<file path="src/rtl/ad9826_sif_arbiter_pkg.sv">
// rtl/ad9826_sif_arbiter_pkg.sv - AD9826 widths, register map and arbiter state encoding
package ad9826_sif_arbiter_pkg;

   localparam int AD9826_DATA_W = 9;
   localparam int AD9826_ADDR_W = 3;

   localparam logic [AD9826_ADDR_W-1:0] AD9826_CONFIG       = 3'd0;
   localparam logic [AD9826_ADDR_W-1:0] AD9826_MUX_CONFIG   = 3'd1;
   localparam logic [AD9826_ADDR_W-1:0] AD9826_RED_PGA      = 3'd2;
   localparam logic [AD9826_ADDR_W-1:0] AD9826_GREEN_PGA    = 3'd3;
   localparam logic [AD9826_ADDR_W-1:0] AD9826_BLUE_PGA     = 3'd4;
   localparam logic [AD9826_ADDR_W-1:0] AD9826_RED_OFFSET   = 3'd5;
   localparam logic [AD9826_ADDR_W-1:0] AD9826_GREEN_OFFSET = 3'd6;
   localparam logic [AD9826_ADDR_W-1:0] AD9826_BLUE_OFFSET  = 3'd7;

   typedef enum logic [1:0] {
      ARB_IDLE  = 2'd0,
      ARB_ISSUE = 2'd1,
      ARB_WAIT  = 2'd2,
      ARB_RESP  = 2'd3
   } arb_state_e;

endpackage

</file>
<file path="src/rtl/ad9826_rr_pick.sv">
// rtl/ad9826_rr_pick.sv - combinational round-robin picker: first request at or after ptr, wrapping
module ad9826_rr_pick
   import ad9826_sif_arbiter_pkg::*;
#(
   parameter int N  = 3,
   parameter int IW = $clog2(N)
) (
   input  logic [N-1:0]  req,
   input  logic [IW-1:0] ptr,
   output logic          any,
   output logic [N-1:0]  gnt,
   output logic [IW-1:0] idx
);

   logic [IW:0] pos;

   // Scan positions ptr, ptr+1, ... modulo N and keep the first one requesting
   always_comb begin
      any = 1'b0;
      idx = '0;
      pos = '0;
      for (int i = 0; i < N; i++) begin
         pos = {1'b0, ptr} + (IW+1)'(i);
         if (pos >= (IW+1)'(N)) pos = pos - (IW+1)'(N);
         if (!any && req[pos[IW-1:0]]) begin
            any = 1'b1;
            idx = pos[IW-1:0];
         end
      end
      gnt = any ? (N'(1) << idx) : '0;
   end

endmodule

</file>
<file path="src/rtl/ad9826_sif_arbiter.sv">
// rtl/ad9826_sif_arbiter.sv - round-robin arbiter for the AD9826 serial port; AD9826_ARB_TIMEOUT_EN adds a watchdog
module ad9826_sif_arbiter
   import ad9826_sif_arbiter_pkg::*;
#(
   parameter int NUM_REQ     = 3,
   parameter int TIMEOUT_CYC = 1024
) (
   input  logic                               clk,
   input  logic                               rst,
   input  logic [NUM_REQ-1:0]                 req_valid_i,
   input  logic [NUM_REQ-1:0]                 req_wr_i,
   input  logic [AD9826_ADDR_W*NUM_REQ-1:0]   req_addr_i,
   input  logic [AD9826_DATA_W*NUM_REQ-1:0]   req_wdata_i,
   output logic [NUM_REQ-1:0]                 req_ack_o,
   output logic [NUM_REQ-1:0]                 rsp_valid_o,
   output logic [AD9826_DATA_W-1:0]           rsp_rdata_o,
   output logic                               rsp_err_o,
   output logic                               sif_wr_o,
   output logic                               sif_rd_o,
   output logic [AD9826_ADDR_W-1:0]           sif_addr_o,
   output logic [AD9826_DATA_W-1:0]           sif_wdata_o,
   input  logic                               sif_ready_i,
   input  logic                               sif_done_i,
   input  logic [AD9826_DATA_W-1:0]           sif_rdata_i,
   input  logic                               sif_rvalid_i,
   output logic                               busy_o
);

   localparam int IW = $clog2(NUM_REQ);

   arb_state_e                 state_q, state_d;
   logic [IW-1:0]              ptr_q, idx_q;
   logic                       wr_q, err_q;
   logic [AD9826_ADDR_W-1:0]   addr_q;
   logic [AD9826_DATA_W-1:0]   wdata_q, rdata_q;
   logic [NUM_REQ-1:0]         ack_q;

   logic                       pick_any;
   logic [NUM_REQ-1:0]         pick_gnt;
   logic [IW-1:0]              pick_idx;
   logic                       sel_wr;
   logic [AD9826_ADDR_W-1:0]   sel_addr;
   logic [AD9826_DATA_W-1:0]   sel_wdata;
   logic                       grant, complete, timeout;

   ad9826_rr_pick #(.N(NUM_REQ), .IW(IW)) u_pick (
      .req (req_valid_i),
      .ptr (ptr_q),
      .any (pick_any),
      .gnt (pick_gnt),
      .idx (pick_idx)
   );

   // Route the winning requester's fields to the capture registers
   always_comb begin
      sel_wr    = 1'b0;
      sel_addr  = '0;
      sel_wdata = '0;
      for (int k = 0; k < NUM_REQ; k++) begin
         if (pick_gnt[k]) begin
            sel_wr    = req_wr_i[k];
            sel_addr  = req_addr_i[k*AD9826_ADDR_W +: AD9826_ADDR_W];
            sel_wdata = req_wdata_i[k*AD9826_DATA_W +: AD9826_DATA_W];
         end
      end
   end

`ifdef AD9826_ARB_TIMEOUT_EN
   localparam int CW = $clog2(TIMEOUT_CYC) + 1;
   logic [CW-1:0] tmo_cnt_q;

   // Watchdog restarts at each grant and runs while the transaction is outstanding
   always_ff @(posedge clk) begin
      if (rst)
         tmo_cnt_q <= '0;
      else if (grant)
         tmo_cnt_q <= '0;
      else if (state_q == ARB_ISSUE || state_q == ARB_WAIT)
         tmo_cnt_q <= tmo_cnt_q + 1'b1;
   end

   assign timeout = (state_q == ARB_ISSUE || state_q == ARB_WAIT) &&
                    (tmo_cnt_q == CW'(TIMEOUT_CYC - 1));
`else
   logic unused_timeout_cyc;
   assign unused_timeout_cyc = ^TIMEOUT_CYC;
   assign timeout = 1'b0;
`endif

   // State register
   always_ff @(posedge clk) begin
      if (rst) state_q <= ARB_IDLE;
      else     state_q <= state_d;
   end

   // Next state and strobes; a timeout in ISSUE suppresses the strobe, a completion in WAIT beats a timeout
   always_comb begin
      state_d     = state_q;
      grant       = 1'b0;
      complete    = 1'b0;
      sif_wr_o    = 1'b0;
      sif_rd_o    = 1'b0;
      rsp_valid_o = '0;
      busy_o      = (state_q != ARB_IDLE);
      case (state_q)
         ARB_IDLE: begin
            if (pick_any) begin
               grant   = 1'b1;
               state_d = ARB_ISSUE;
            end
         end
         ARB_ISSUE: begin
            if (timeout) begin
               state_d = ARB_RESP;
            end else if (sif_ready_i) begin
               sif_wr_o = wr_q;
               sif_rd_o = ~wr_q;
               state_d  = ARB_WAIT;
            end
         end
         ARB_WAIT: begin
            if (wr_q ? sif_done_i : sif_rvalid_i) begin
               complete = 1'b1;
               state_d  = ARB_RESP;
            end else if (timeout) begin
               state_d = ARB_RESP;
            end
         end
         ARB_RESP: begin
            rsp_valid_o = NUM_REQ'(1) << idx_q;
            state_d     = ARB_IDLE;
         end
         default: state_d = ARB_IDLE;
      endcase
   end

   // Capture the granted request, latch the result, and advance the fairness pointer past the served requester
   always_ff @(posedge clk) begin
      if (rst) begin
         ptr_q   <= '0;
         idx_q   <= '0;
         wr_q    <= 1'b0;
         addr_q  <= '0;
         wdata_q <= '0;
         rdata_q <= '0;
         err_q   <= 1'b0;
         ack_q   <= '0;
      end else begin
         ack_q <= grant ? pick_gnt : '0;
         if (grant) begin
            wr_q    <= sel_wr;
            addr_q  <= sel_addr;
            wdata_q <= sel_wdata;
            idx_q   <= pick_idx;
            err_q   <= 1'b0;
         end
         if (complete) begin
            rdata_q <= wr_q ? '0 : sif_rdata_i;
            err_q   <= 1'b0;
         end else if (timeout) begin
            rdata_q <= '1;
            err_q   <= 1'b1;
         end
         if (state_q == ARB_RESP)
            ptr_q <= (idx_q == IW'(NUM_REQ - 1)) ? '0 : idx_q + 1'b1;
      end
   end

   assign req_ack_o   = ack_q;
   assign rsp_rdata_o = rdata_q;
   assign rsp_err_o   = err_q;
   assign sif_addr_o  = addr_q;
   assign sif_wdata_o = wdata_q;

endmodule

</file>
<file path="config.mk">
export PLATFORM = sky130hd
export DESIGN_NAME = ad9826_sif_arbiter
export DESIGN_NICKNAME = d
export VERILOG_FILES = /design/src/rtl/ad9826_sif_arbiter_pkg.sv /design/src/rtl/ad9826_rr_pick.sv /design/src/rtl/ad9826_sif_arbiter.sv
export SDC_FILE = /design/constraint.sdc
export NUM_CORES = 1
export LEC_CHECK = 0
export BUFFER_PORTS_ARGS = -buffer_cell sky130_fd_sc_hd__clkbuf_2
export CAP_MARGIN = 20
export CELL_PAD_IN_SITES_DETAIL_PLACEMENT = 1
export CELL_PAD_IN_SITES_GLOBAL_PLACEMENT = 1
export CORE_MARGIN = 4
export CORE_UTILIZATION = 30
export DETAILED_ROUTE_END_ITERATION = 12
export PLACE_DENSITY_LB_ADDON = 0.1
export SLEW_MARGIN = 0
export SYNTH_ARGS = -nofsm -noshare
export SYNTH_HDL_FRONTEND = slang
export SYNTH_SLANG_ARGS = --single-unit
</file>
<file path="constraint.sdc">
create_clock -name clk -period 2.2 [get_ports clk]
set_clock_uncertainty 0.1 [all_clocks]
set_input_delay 0.44 -clock clk [delete_from_list [all_inputs] [get_ports clk]]
set_output_delay 0.44 -clock clk [all_outputs]
set_load 0.03 [all_outputs]
</file>
Word level (Yosys, flattened, before mapping) --
Cells that the tools add are included.
Storage, ports and cells: latch bits 0, bits in writable memories 0, output and inout port bits 31, bits in read-only memories 0, register bits 31, memories 0, word-level logic and storage cells 80, bits of input ports 56
Operators by class: equal/unequal tests 7, shifts and indexed selects 2, mux-type cells 41, $lt $le $gt $ge 6, bitwise logic cells 2, div/mod/pow operators 0, add/subtract/negate cells 6, $mul 0, reductions and logical operators 8
Operators with widths (count):
- $mux 9 | 4
- $mux 2 | 10
- $mux 1 | 18
- $mux 3 | 5
- $lt 2x3->1 const B | 3
- $pmux 2 s4 | 1
- $bmux 1 s2 | 3
- $eq 2x2->1 const B | 3
- $ge 3x2->1 const B | 2
- $ne 2x2->1 const B | 3
- $shl 1x2->3 const A | 2
- $sub 2x2->2 const B | 3
- $add 2x1->3 const B | 1
- $add 2x2->3 const B | 1
- $reduce_and 3->1 | 1
- $add 2x1->2 const B | 1
- $eq 2x1->1 const B | 1
- $ge 2x2->1 const B | 1
- $logic_and 1x1->1 | 2
- $logic_not 1->1 | 2
- $logic_not 2->1 | 1
- $not 1->1 | 2
- $reduce_bool 2->1 | 1
- $reduce_or 2->1 | 1

Depth between registers and ports, before layout --
Gate-level depths: netlist of run 1.
depth after elaboration 16, mapped depth 11, depth with buffers taken out 8

Cells and area by module --
From an unflattened synthesis of run 1, not the netlist that was laid out.
Unflattened totals: cells, all modules 237, area, all modules 1891.8 um2
Modules (own cells, without submodules):
- ad9826_sif_arbiter | cells an instance 192, area an instance 1565.3 um2, instances 1, sequential area each 620.6 um2
- ad9826_rr_pick | cells an instance 45, area an instance 326.6 um2, instances 1, sequential area each 0.0 um2

Worst setup path before layout of run 1 --
OpenSTA, ideal clock, no wires.
path type register -> register, start point reg ptr_q[0], end point reg addr_q[0] (netlist: sif_addr_o[0]), path slack -0.177 ns, required time 1.965 ns, arrival time 2.142 ns, path buffers 3, clock period less this slack 2.377 ns, cell stages (with the launch flop) 12, setup time 0.135 ns, path through dfxtp_1 inv_1 ha_1 buf_6 mux2i_1 o22ai_2 or3_4 a21oi_4 or3_1 buf_4 buf_8 o22ai_1
On the way: longest elaborated chain between the ends 16
Ends and longest elaborated chain:
- from (decl) | line ad9826_sif_arbiter.sv:32 | logic [IW-1:0] ptr_q, idx_q;
- from (signal assigned) | line ad9826_sif_arbiter.sv:165 | ptr_q <= (idx_q == IW'(NUM_REQ - 1)) ? '0 : idx_q + 1'b1;
- parallel branches: the longest is 16 deep, another holds $add 2x1->3
- to (signal assigned) | line ad9826_sif_arbiter.sv:152 | addr_q <= sel_addr;
- to (decl) | line ad9826_sif_arbiter.sv:34 | logic [AD9826_ADDR_W-1:0] addr_q;
Several ways; the timed one is not identified. The select of a mux whose other input is x is not followed. A chain may end at the register's enable or synchronous reset.

Worst setup path after layout of run 1 --
start point reg ptr_q[0], end point reg addr_q[1] (netlist: sif_addr_o[1])
Same word-level chain as after synthesis.

==> results of run 1 <==
==> how the worst min path moves through the flow <==
stage	cells after the start	endpoint	slack [ps]	start
4_1_cts	3	sif_wdata_o[4]$_SDFFE_PP0N_	350	req_wdata_i[22]
6_report	3	sif_wdata_o[5]$_SDFFE_PP0N_	350	req_wdata_i[23]
2_1_floorplan	2	idx_q[1]$_SDFFE_PP0N_	360	idx_q[1]$_SDFFE_PP0N_
3_5_place_dp	2	rsp_rdata_o[6]$_SDFFE_PP0P_	380	rsp_rdata_o[6]$_SDFFE_PP0P_
3_3_place_gp	2	rsp_rdata_o[8]$_SDFFE_PP0P_	370	rsp_rdata_o[8]$_SDFFE_PP0P_
5_1_grt	3	sif_addr_o[2]$_SDFFE_PP0N_	360	req_addr_i[8]
==> power groups by stage <==
stage / Clock [mW] / Sequential (mW) / Combinational, mW
finish: 0.428 / 0.796 / 1.62
detailed placement: 0 / 0.807 / 1.48
global route: 0.482 / 0.814 / 1.78
floorplan: 0 / 0.996 / 0.807
CTS: 0.453 / 0.796 / 1.59
global placement: 0 / 0.809 / 1.46
==> per-layer routing <==
metal	part of all wire [%]	track usage, %	up-vias
met5	0	0	-
met4	1.5	3.35	0
met3	5.9	3.69	10
met2	47	28.0	64
met1	46	21.6	865
li1	-	-	959
==> worst max-delay path: cells and delay by family (launching register included) <==
kind	cells	cell delay (ps)
simple gates	2	520
fa+ha+maj	1	310
mux	1	230
buf+inv	2	180
flops	1	380
compound gates	3	400
==> synth_stat cells, drive strengths merged, types with 3 or more instances <==
| cell type | number |
|---|---|
| a21boi | 13 |
| buf | 7 |
| nor2 | 19 |
| a21oi | 15 |
| inv | 8 |
| clkbuf | 9 |
| and2 | 13 |
| a31oi | 14 |
| o22ai | 14 |
| mux2i | 18 |
| a211oi | 3 |
| nor3b | 13 |
| dfxtp | 31 |
| nand2 | 8 |
| ha | 9 |
| o21ai | 3 |
==> metrics by stage <==
stage	TNS [ps]	power (mW)	utilization [%]	hold slack, ps	worst slack (ps)
global placement	-248	2.27	41.0	374	-28.3
global route	-2000	3.07	45.7	364	-151
finish	-352	2.85	45.7	353	-43.7
detailed placement	-716	2.29	41.0	380	-75.6
floorplan	-378	1.80	-	358	-75.8
CTS	-65.9	2.84	44.5	349	-32.2
==> final cells by class <==
| class | count | area (sq um) | share of cell area (%) |
|---|---|---|---|
| Clock buffer | 7 | 76.3 | 2.79 |
| Clock inverter | 1 | 5.00 | 0.183 |
| Inverter | 8 | 32.5 | 1.19 |
| Multi-Input combinational cell | 159 | 1250 | 45.7 |
| Sequential cell | 31 | 628 | 22.9 |
| Tap cell | 75 | 93.8 | 3.43 |
| Timing Repair Buffer | 106 | 652 | 23.8 |
==> state kept, by name, indices dropped and copies added (netlist names) <==
register and count:
wr_q 1, req_ack_o 3, state_q 2, sif_addr_o 3
idx_q 2, rsp_rdata_o 9, ptr_q 2, sif_wdata_o 9
==> cell families after synthesis <==
kind of cell	count (synthesis)	synth area share, %
AO/OA/AOI/OAI	68	25.3
other	1	0.199
AND/OR/NAND/NOR	63	18.9
flip-flops	31	33.0
buffers and inverters	24	6.99
adder cells (fa/ha/maj)	9	5.99
multiplexers	18	9.58
==> what timing repair did <==
item | in CTS | in global routing
pin swaps | 7 | 7
buffers inserted | 4 | 2
endpoints found under the setup margin | 14 | 18
gates resized for setup | 19 | 15
gates cloned | 1 | 0
==> metrics, run 1 <==
outcome=complete, but fails checks; violated checks=negative setup slack; Post-Place Cells=372; # IOs=between 80 and 90; Max Slew Vio Count=0; fin crit share=102%; Setup crit end kind=flop; routed via count=1898; Critical Path Source Type=flop; sequential power share=~28%; core footprint=between 5000 and 6000 sq um; global-route wire length before repair=9960 microns; die height=87.2 microns; Req. time, crit path=2240 ps; Synth area leader=dfxtp_1; Row Count=28; Synth Cell Area=1880 sq um; NetSw=1.24 mW; leading cell type in the layout, fill and taps excluded=clkbuf_2; Max Clk Rate=0.446 GHz; DR vias/cell=4.90; Yosys cell types=39; RSZ-0062 raised after global routing=yes; DRT Pass-1 Iters=4; CP Cell Sequence=inv_4, ha_4, mux2i_1, o22ai_2, or3_4, a21oi_4, or3_4, buf_12, o22ai_1; Internal=around 1.6 mW; H-tree depth=2; ys async rst share=0%; clock tree buffer depth=2; most frequent CP cell=or3_4; Gate power share=57.0%; hpwl dp=4270 microns; r2r setup slk=-40 ps; Filler Cell Count=between 700 and 800; peak supply drop=~0.0004 V; layout net count=between 300 and 400; Post-Layout Cell Count=387; Seq/Total Area, Yosys=about a third; Final Hold Vio Count=0; routability cong.=0.755; Clock Latency Late Sink=approximately 270 ps; Die Area=7600 sq um; Yosys top cell area share=33.0%; post-route ant nets=0; Switching Share=43.4%; Cell Pwr Density=just over 1000 nW/um^2; Leakage=1.20 nW; Worst-path clk slew=around 70 ps; largest net degree at the start of global routing=31; CTS Sinks=31; commonest cells after routing, fill and taps aside=clkbuf_2 (85), dfxtp_1 (29), nor2_1 (17); diode count=0; CP Class=flop to flop; vias in the first global route=2019; reg2reg path depth=9; Most used DFF post-synth=dfxtp_1; hold_buf cts=0; CP endpoint=sif_addr_o[1]$_SDFFE_PP0N_; Final Setup Violations=13; r2r endpoint=sif_addr_o[1]$_SDFFE_PP0N_; EDFF count, synth=0; Die X=87.2 microns; Hold/Removal Path Class=primary input to flop; Final Cell Area=between 2000 and 3000 sq um; CP max FO=14; total grt overflow=0; slowest cell on the critical path=dfxtp_4; PortBufs=85; Post-Syn Instances=214; Tot GR Track Use=16.5%; CTS buffer count=5; DRT Wirelength=6120 microns; initial core utilization=31.4%; yosys warns=0; DP Area=between 2000 and 2500 sq um; wire per inst=15.8 microns; DRC=0; fraction of layout cells with a size suffix above 1=46.5%; CTS tree=done; Mapped Avg Cell Area=slightly below 9 sq um; minimum clock period=~2200 ps; DRT iter0 DRCs=55; worst setup margin=-43.7 ps; synth top area cells=dfxtp_1 (33%), mux2i_1 (9.6%), ha_1 (6.0%); crit path from=ptr_q[0]$_SDFFE_PP0P_; reg2reg start=ptr_q[0]$_SDFFE_PP0P_; Max Cap Viol=0; Seq cells post-synth=31; Root Buffer=clkbuf_8; clock share of power=between 10% and 20%; initial antenna violation count=0; Synth Net Count=279; crit path DAT=2290 ps; Max stage delay on crit path=380 ps; P&R area growth vs syn=45.6%
No activity file was read; power rests on OpenSTA's default activity.
==> run 2: changes to the inputs <==
--- a/config.mk
+++ b/config.mk
@@ -13,6 +13,7 @@
 export CORE_UTILIZATION = 30
 export DETAILED_ROUTE_END_ITERATION = 12
 export PLACE_DENSITY_LB_ADDON = 0.1
+export SETUP_SLACK_MARGIN = 0.4
 export SLEW_MARGIN = 0
 export SYNTH_ARGS = -nofsm -noshare
 export SYNTH_HDL_FRONTEND = slang
==> metrics, run 2 (synthesis gave the netlist of run 1 again) <==
WHS Endpoint=wr_q$_SDFFE_PP0N_ (was sif_wdata_o[5]$_SDFFE_PP0N_); largest net degree at the start of global routing=31 (unchanged); CTS tree=done (unchanged); hpwl dp=4460 microns (was 4270 microns); CP Class=flop to flop (unchanged); Final Cell Area=2980 sq um (was 2740 sq um); clock tree buffer depth=2 (unchanged); minimum clock period=2300 ps (was 2240 ps); CP max FO=8 (was 14); Die Area=7600 sq um (unchanged); crit path from=ptr_q[0]$_SDFFE_PP0P_ (unchanged); fraction of layout cells with a size suffix above 1=51.9% (was 46.5%); H-tree depth=2 (unchanged); DRC=0 (unchanged); fin crit share=105% (was 102%); Setup crit end kind=flop (unchanged); DRT iter0 DRCs=51 (was 55); wire per inst=16.0 microns (was 15.8 microns); DP Area=2500 sq um (was 2460 sq um); Max Slew Vio Count=0 (unchanged); Max Cap Viol=0 (unchanged); hold_buf cts=0 (unchanged); Setup WS pre-CTS=-126 ps (was -75.6 ps); die height=87.2 microns (unchanged); layout net count=387 (was 376); DR vias/cell=4.93 (was 4.90); total grt overflow=0 (unchanged); leading cell type in the layout, fill and taps excluded=clkbuf_2 (unchanged); initial antenna violation count=0 (unchanged); WHS=347 ps (was 353 ps); violated checks=negative setup slack (unchanged); worst setup margin=-99.6 ps (was -43.7 ps); outcome=complete, but fails checks (unchanged); Max Clk Rate=0.435 GHz (was 0.446 GHz); Worst-path clk slew=60 ps (was 70 ps); routability cong.=0.751 (was 0.755); vias in the first global route=2191 (was 2019); peak supply drop=0.000487 V (was 0.000406 V); diode count=0 (unchanged); Final Hold Vio Count=0 (unchanged); Root Buffer=clkbuf_8 (unchanged); core footprint=5990 sq um (unchanged); reg2reg start=ptr_q[0]$_SDFFE_PP0P_ (unchanged); Die X=87.2 microns (unchanged); Cell Pwr Density=1040 nW/um^2 (about the same); post-route ant nets=0 (unchanged); P&R area growth vs syn=58.3% (was 45.6%); Clock Latency Late Sink=270 ps (about the same); Tot GR Track Use=17.5% (was 16.5%); initial core utilization=31.4% (unchanged); RSZ-0062 raised after global routing=yes (unchanged); reg2reg path depth=10 (was 9); CTS buffer count=5 (unchanged); global-route wire length before repair=10600 microns (was 9960 microns); Hold/Removal Path Class=primary input to flop (unchanged); PortBufs=85 (unchanged); DRT Pass-1 Iters=4 (unchanged); r2r setup slk=-100 ps (was -40 ps); Row Count=28 (unchanged); CTS Sinks=31 (unchanged); r2r endpoint=sif_addr_o[2]$_SDFFE_PP0N_ (was sif_addr_o[1]$_SDFFE_PP0N_); commonest cells after routing, fill and taps aside=clkbuf_2 (80), dfxtp_1 (27), buf_4 (26) (was clkbuf_2 (85), dfxtp_1 (29), nor2_1 (17)); crit path DAT=2350 ps (was 2290 ps); Hold Crit Start=req_wr_i[0] (was req_wdata_i[23]); Filler Cell Count=711 (was 734); Final Setup Violations=15 (was 13); DRT Wirelength=6370 microns (was 6120 microns); Req. time, crit path=2250 ps (was 2240 ps); # IOs=87 (unchanged); Hold Path Stages=3 (unchanged); Critical Path Source Type=flop (unchanged); Leakage=1.28 nW (was 1.20 nW); routed via count=1959 (was 1898)
run 2: layer usage:
layer,global-route usage (%),part of all wire [%]
met1,22.1,44
met2,30.0,49
met3,4.73,6.2
met4,3.63,0.63
met5,0,0
run 2: how the worst max path moves through the flow:
stage / cells after the start / slack [ps] / end
3_5_place_dp: 9 / -130 / sif_wdata_o[2]$_SDFFE_PP0N_
3_3_place_gp: 9 / -20 / sif_wdata_o[2]$_SDFFE_PP0N_
6_report: 10 / -100 / sif_addr_o[2]$_SDFFE_PP0N_
2_1_floorplan: 9 / -80 / sif_addr_o[2]$_SDFFE_PP0N_
5_1_grt: 10 / -220 / sif_wdata_o[0]$_SDFFE_PP0N_
4_1_cts: 10 / -110 / sif_wdata_o[2]$_SDFFE_PP0N_
run 2: worst max-delay path, cell delays in order (launching register included):
cell and delay, ps:
dfxtp_4 380, inv_4 40, ha_4 310, nor2b_2 70, a31oi_4 160, o211ai_1 190
a211oi_4 310, buf_12 160, buf_12 140, mux2i_1 230, o22ai_2 90
run 2: power by group:
group	switching [mW]	leakage, nW	internal, mW
Sequential	0.107	0.256	0.714
Clock	0.203	0.0470	0.245
Combinational	1.00	0.979	0.829
run 2: through the flow:
step	power, mW	setup TNS, ps	utilization [%]	cells
2_1_floorplan	1.81	-568	-	214
3_3_place_gp	2.33	-68.7	41.8	373
3_5_place_dp	2.35	-1060	41.8	373
4_1_cts	3.05	-918	48.1	392
5_1_grt	3.34	-2760	49.7	397
6_report	3.10	-903	49.7	397
run 2: repair_timing:
action / 4_1_cts / 5_1_grt
cloned: 1 / 0
setup buffers: 11 / 5
resized for setup: 43 / 17
pin swaps: 17 / 9
endpoints found under the setup margin: 26 / 25
run 2: cell type report:
cell class	count	area, sq um	area share (%)
Tap cell	75	93.8	3.15
Clock inverter	1	5.00	0.168
Timing Repair Buffer	117	781	26.2
Clock buffer	6	82.6	2.77
Inverter	8	40.0	1.35
Sequential cell	31	636	21.4
Multi-Input combinational cell	159	1340	45.0
==> run 3: changes to the inputs <==
--- a/config.mk
+++ b/config.mk
@@ -10,7 +10,8 @@
 export CELL_PAD_IN_SITES_DETAIL_PLACEMENT = 1
 export CELL_PAD_IN_SITES_GLOBAL_PLACEMENT = 1
 export CORE_MARGIN = 4
-export CORE_UTILIZATION = 30
+export CORE_UTILIZATION = 31
+export CTS_BUF_LIST = sky130_fd_sc_hd__clkbuf_4 sky130_fd_sc_hd__clkbuf_8
 export DETAILED_ROUTE_END_ITERATION = 12
 export PLACE_DENSITY_LB_ADDON = 0.1
 export SETUP_SLACK_MARGIN = 0.4
==> metrics, run 3 (synthesis gave the netlist of run 1 again) <==
CP Cell Sequence=inv_4, ha_4, buf_6, and2_4, o21ai_4, a211o_2, buf_12, and2_1, mux2i_1, o22ai_2 (was inv_4, ha_4, nor2b_2, a31oi_4, o211ai_1, a211oi_4, buf_12, buf_12, mux2i_1, o22ai_2); minimum clock period=2220 ps (was 2300 ps); outcome=complete, but fails checks (unchanged); commonest cells after routing, fill and taps aside=clkbuf_2 (79), dfxtp_1 (27), buf_4 (18) (was clkbuf_2 (80), dfxtp_1 (27), buf_4 (26)); # IOs=87 (unchanged); Post-Layout Cell Count=391 (was 397); CP Class=flop to flop (unchanged); CP top delay family=compound AO/OA/AOI/OAI gates (unchanged); DRT iter0 DRCs=43 (was 51); CP max FO=25 (was 8); final core utilization=49.5% (was 49.7%); fraction of layout cells with a size suffix above 1=50.6% (was 51.9%); largest net degree at the start of global routing=31 (unchanged); Leakage=1.24 nW (was 1.28 nW); fin crit share=101% (was 105%); DRT Wirelength=6120 microns (was 6370 microns); CTS Sinks=31 (unchanged); Setup WS pre-CTS=-47.9 ps (was -126 ps); Max stage delay on crit path=380 ps (about the same); routed via count=1970 (was 1959); routability cong.=0.732 (was 0.751); global-route wire length before repair=10100 microns (was 10600 microns); WP buf/inv=3 (unchanged); Max Cap Viol=0 (unchanged); Filler Cell Count=712 (was 711); CTS tree=done (unchanged); Die Area=7380 sq um (was 7600 sq um); RSZ-0062 raised after global routing=yes (unchanged); P&R area growth vs syn=55.7% (was 58.3%); PortBufs=85 (unchanged); diode count=0 (unchanged); Hold/Removal Path Class=primary input to flop (unchanged); H-tree depth=2 (unchanged); hold_buf cts=0 (unchanged); clock tree buffer depth=2 (unchanged); initial core utilization=31.8% (was 31.4%); die height=85.9 microns (was 87.2 microns); CTS buffer count=5 (unchanged); total grt overflow=0 (unchanged); worst setup margin=-22.6 ps (was -99.6 ps); core footprint=5920 sq um (was 5990 sq um); Req. time, crit path=2260 ps (was 2250 ps); Row Count=28 (unchanged); DRT Pass-1 Iters=4 (unchanged); Die X=85.9 microns (was 87.2 microns); vias in the first global route=2049 (was 2191); Cell Pwr Density=1060 nW/um^2 (was 1040 nW/um^2); setup TNS=-98.9 ps (was -903 ps); Clock Latency Late Sink=280 ps (was 270 ps); Root Buffer=clkbuf_8 (unchanged); leading cell type in the layout, fill and taps excluded=clkbuf_2 (unchanged); Tot GR Track Use=17.0% (was 17.5%); Worst-path clk slew=70 ps (was 60 ps); initial antenna violation count=0 (unchanged); crit path DAT=2280 ps (was 2350 ps); Post-Place Cells=374 (was 373); Critical Path Source Type=flop (unchanged); hpwl dp=4250 microns (was 4460 microns); total power=3.11 mW (was 3.10 mW); DR vias/cell=5.04 (was 4.93); peak supply drop=0.000461 V (was 0.000487 V); Setup crit end kind=flop (unchanged); Final Setup Violations=8 (was 15); slowest cell on the critical path=a211o_2 (was dfxtp_4); layout net count=380 (was 387); Max Clk Rate=0.450 GHz (was 0.435 GHz); Final Hold Vio Count=0 (unchanged); post-route ant nets=0 (unchanged); wire per inst=15.6 microns (was 16.0 microns); Max Slew Vio Count=0 (unchanged); violated checks=negative setup slack (unchanged); DRC=0 (unchanged)
## run 3: worst reg2reg max path, delay by kind of cell (launching register included)
kind	cells	cell delay (ps)
flip-flops	1	370
AND/OR/NAND/NOR	2	320
buffers and inverters	3	330
multiplexers	1	150
AO/OA/AOI/OAI	3	530
adder cells (fa/ha/maj)	1	300
## run 3: power by group
part           total [mW]  switching [mW]  internal [mW]
Clock               0.504           0.219          0.284
Combinational        1.78           0.980          0.796
Sequential          0.826           0.113          0.714
## run 3: through the flow
stage | area, sq um | hold slack [ps]
3_5_place_dp | 2500 | 380
6_report | 2930 | 348
2_1_floorplan | 1930 | 378
5_1_grt | 2930 | 359
4_1_cts | 2870 | 341
3_3_place_gp | 2500 | 372
## run 3: path summary, 6_finish.rpt
path / start / depth (start not counted) / slack [ps] / end
worst max-delay path: ptr_q[0]$_SDFFE_PP0P_ / 10 / -20 / sif_addr_o[2]$_SDFFE_PP0N_
worst min-delay path: req_wdata_i[18] / 3 / 350 / sif_wdata_o[0]$_SDFFE_PP0N_
worst max register to register: ptr_q[0]$_SDFFE_PP0P_ / 10 / -20 / sif_addr_o[2]$_SDFFE_PP0N_
worst min register to register: rsp_rdata_o[1]$_SDFFE_PP0P_ / 2 / 390 / rsp_rdata_o[1]$_SDFFE_PP0P_
## run 3: routing by layer
| layer | global-route usage (%) | part of all wire [%] | vias to the layer above |
|---|---|---|---|
| met5 | 0 | 0 | - |
| met4 | 4.32 | 0.98 | 0 |
| met3 | 3.94 | 5.4 | 6 |
| met2 | 28.0 | 48 | 56 |
| met1 | 22.2 | 46 | 940 |
| li1 | - | - | 968 |
## run 3: area by class of cell
| cell class | instances | area [sq um] | area share [%] |
|---|---|---|---|
| clock buffer | 7 | 96.3 | 3.29 |
| clock inverter | 1 | 7.51 | 0.256 |
| inverter | 8 | 40.0 | 1.37 |
| multi-input combinational | 159 | 1320 | 45.2 |
| sequential | 31 | 636 | 21.7 |
| tap | 75 | 93.8 | 3.21 |
| timing repair buffer | 110 | 732 | 25.0 |
## run 3: what timing repair did
item,CTS,global route
gates resized for setup,44,19
gates cloned,1,0
setup buffers,8,0
pin swaps,15,5
setup endpoints to repair,26,24
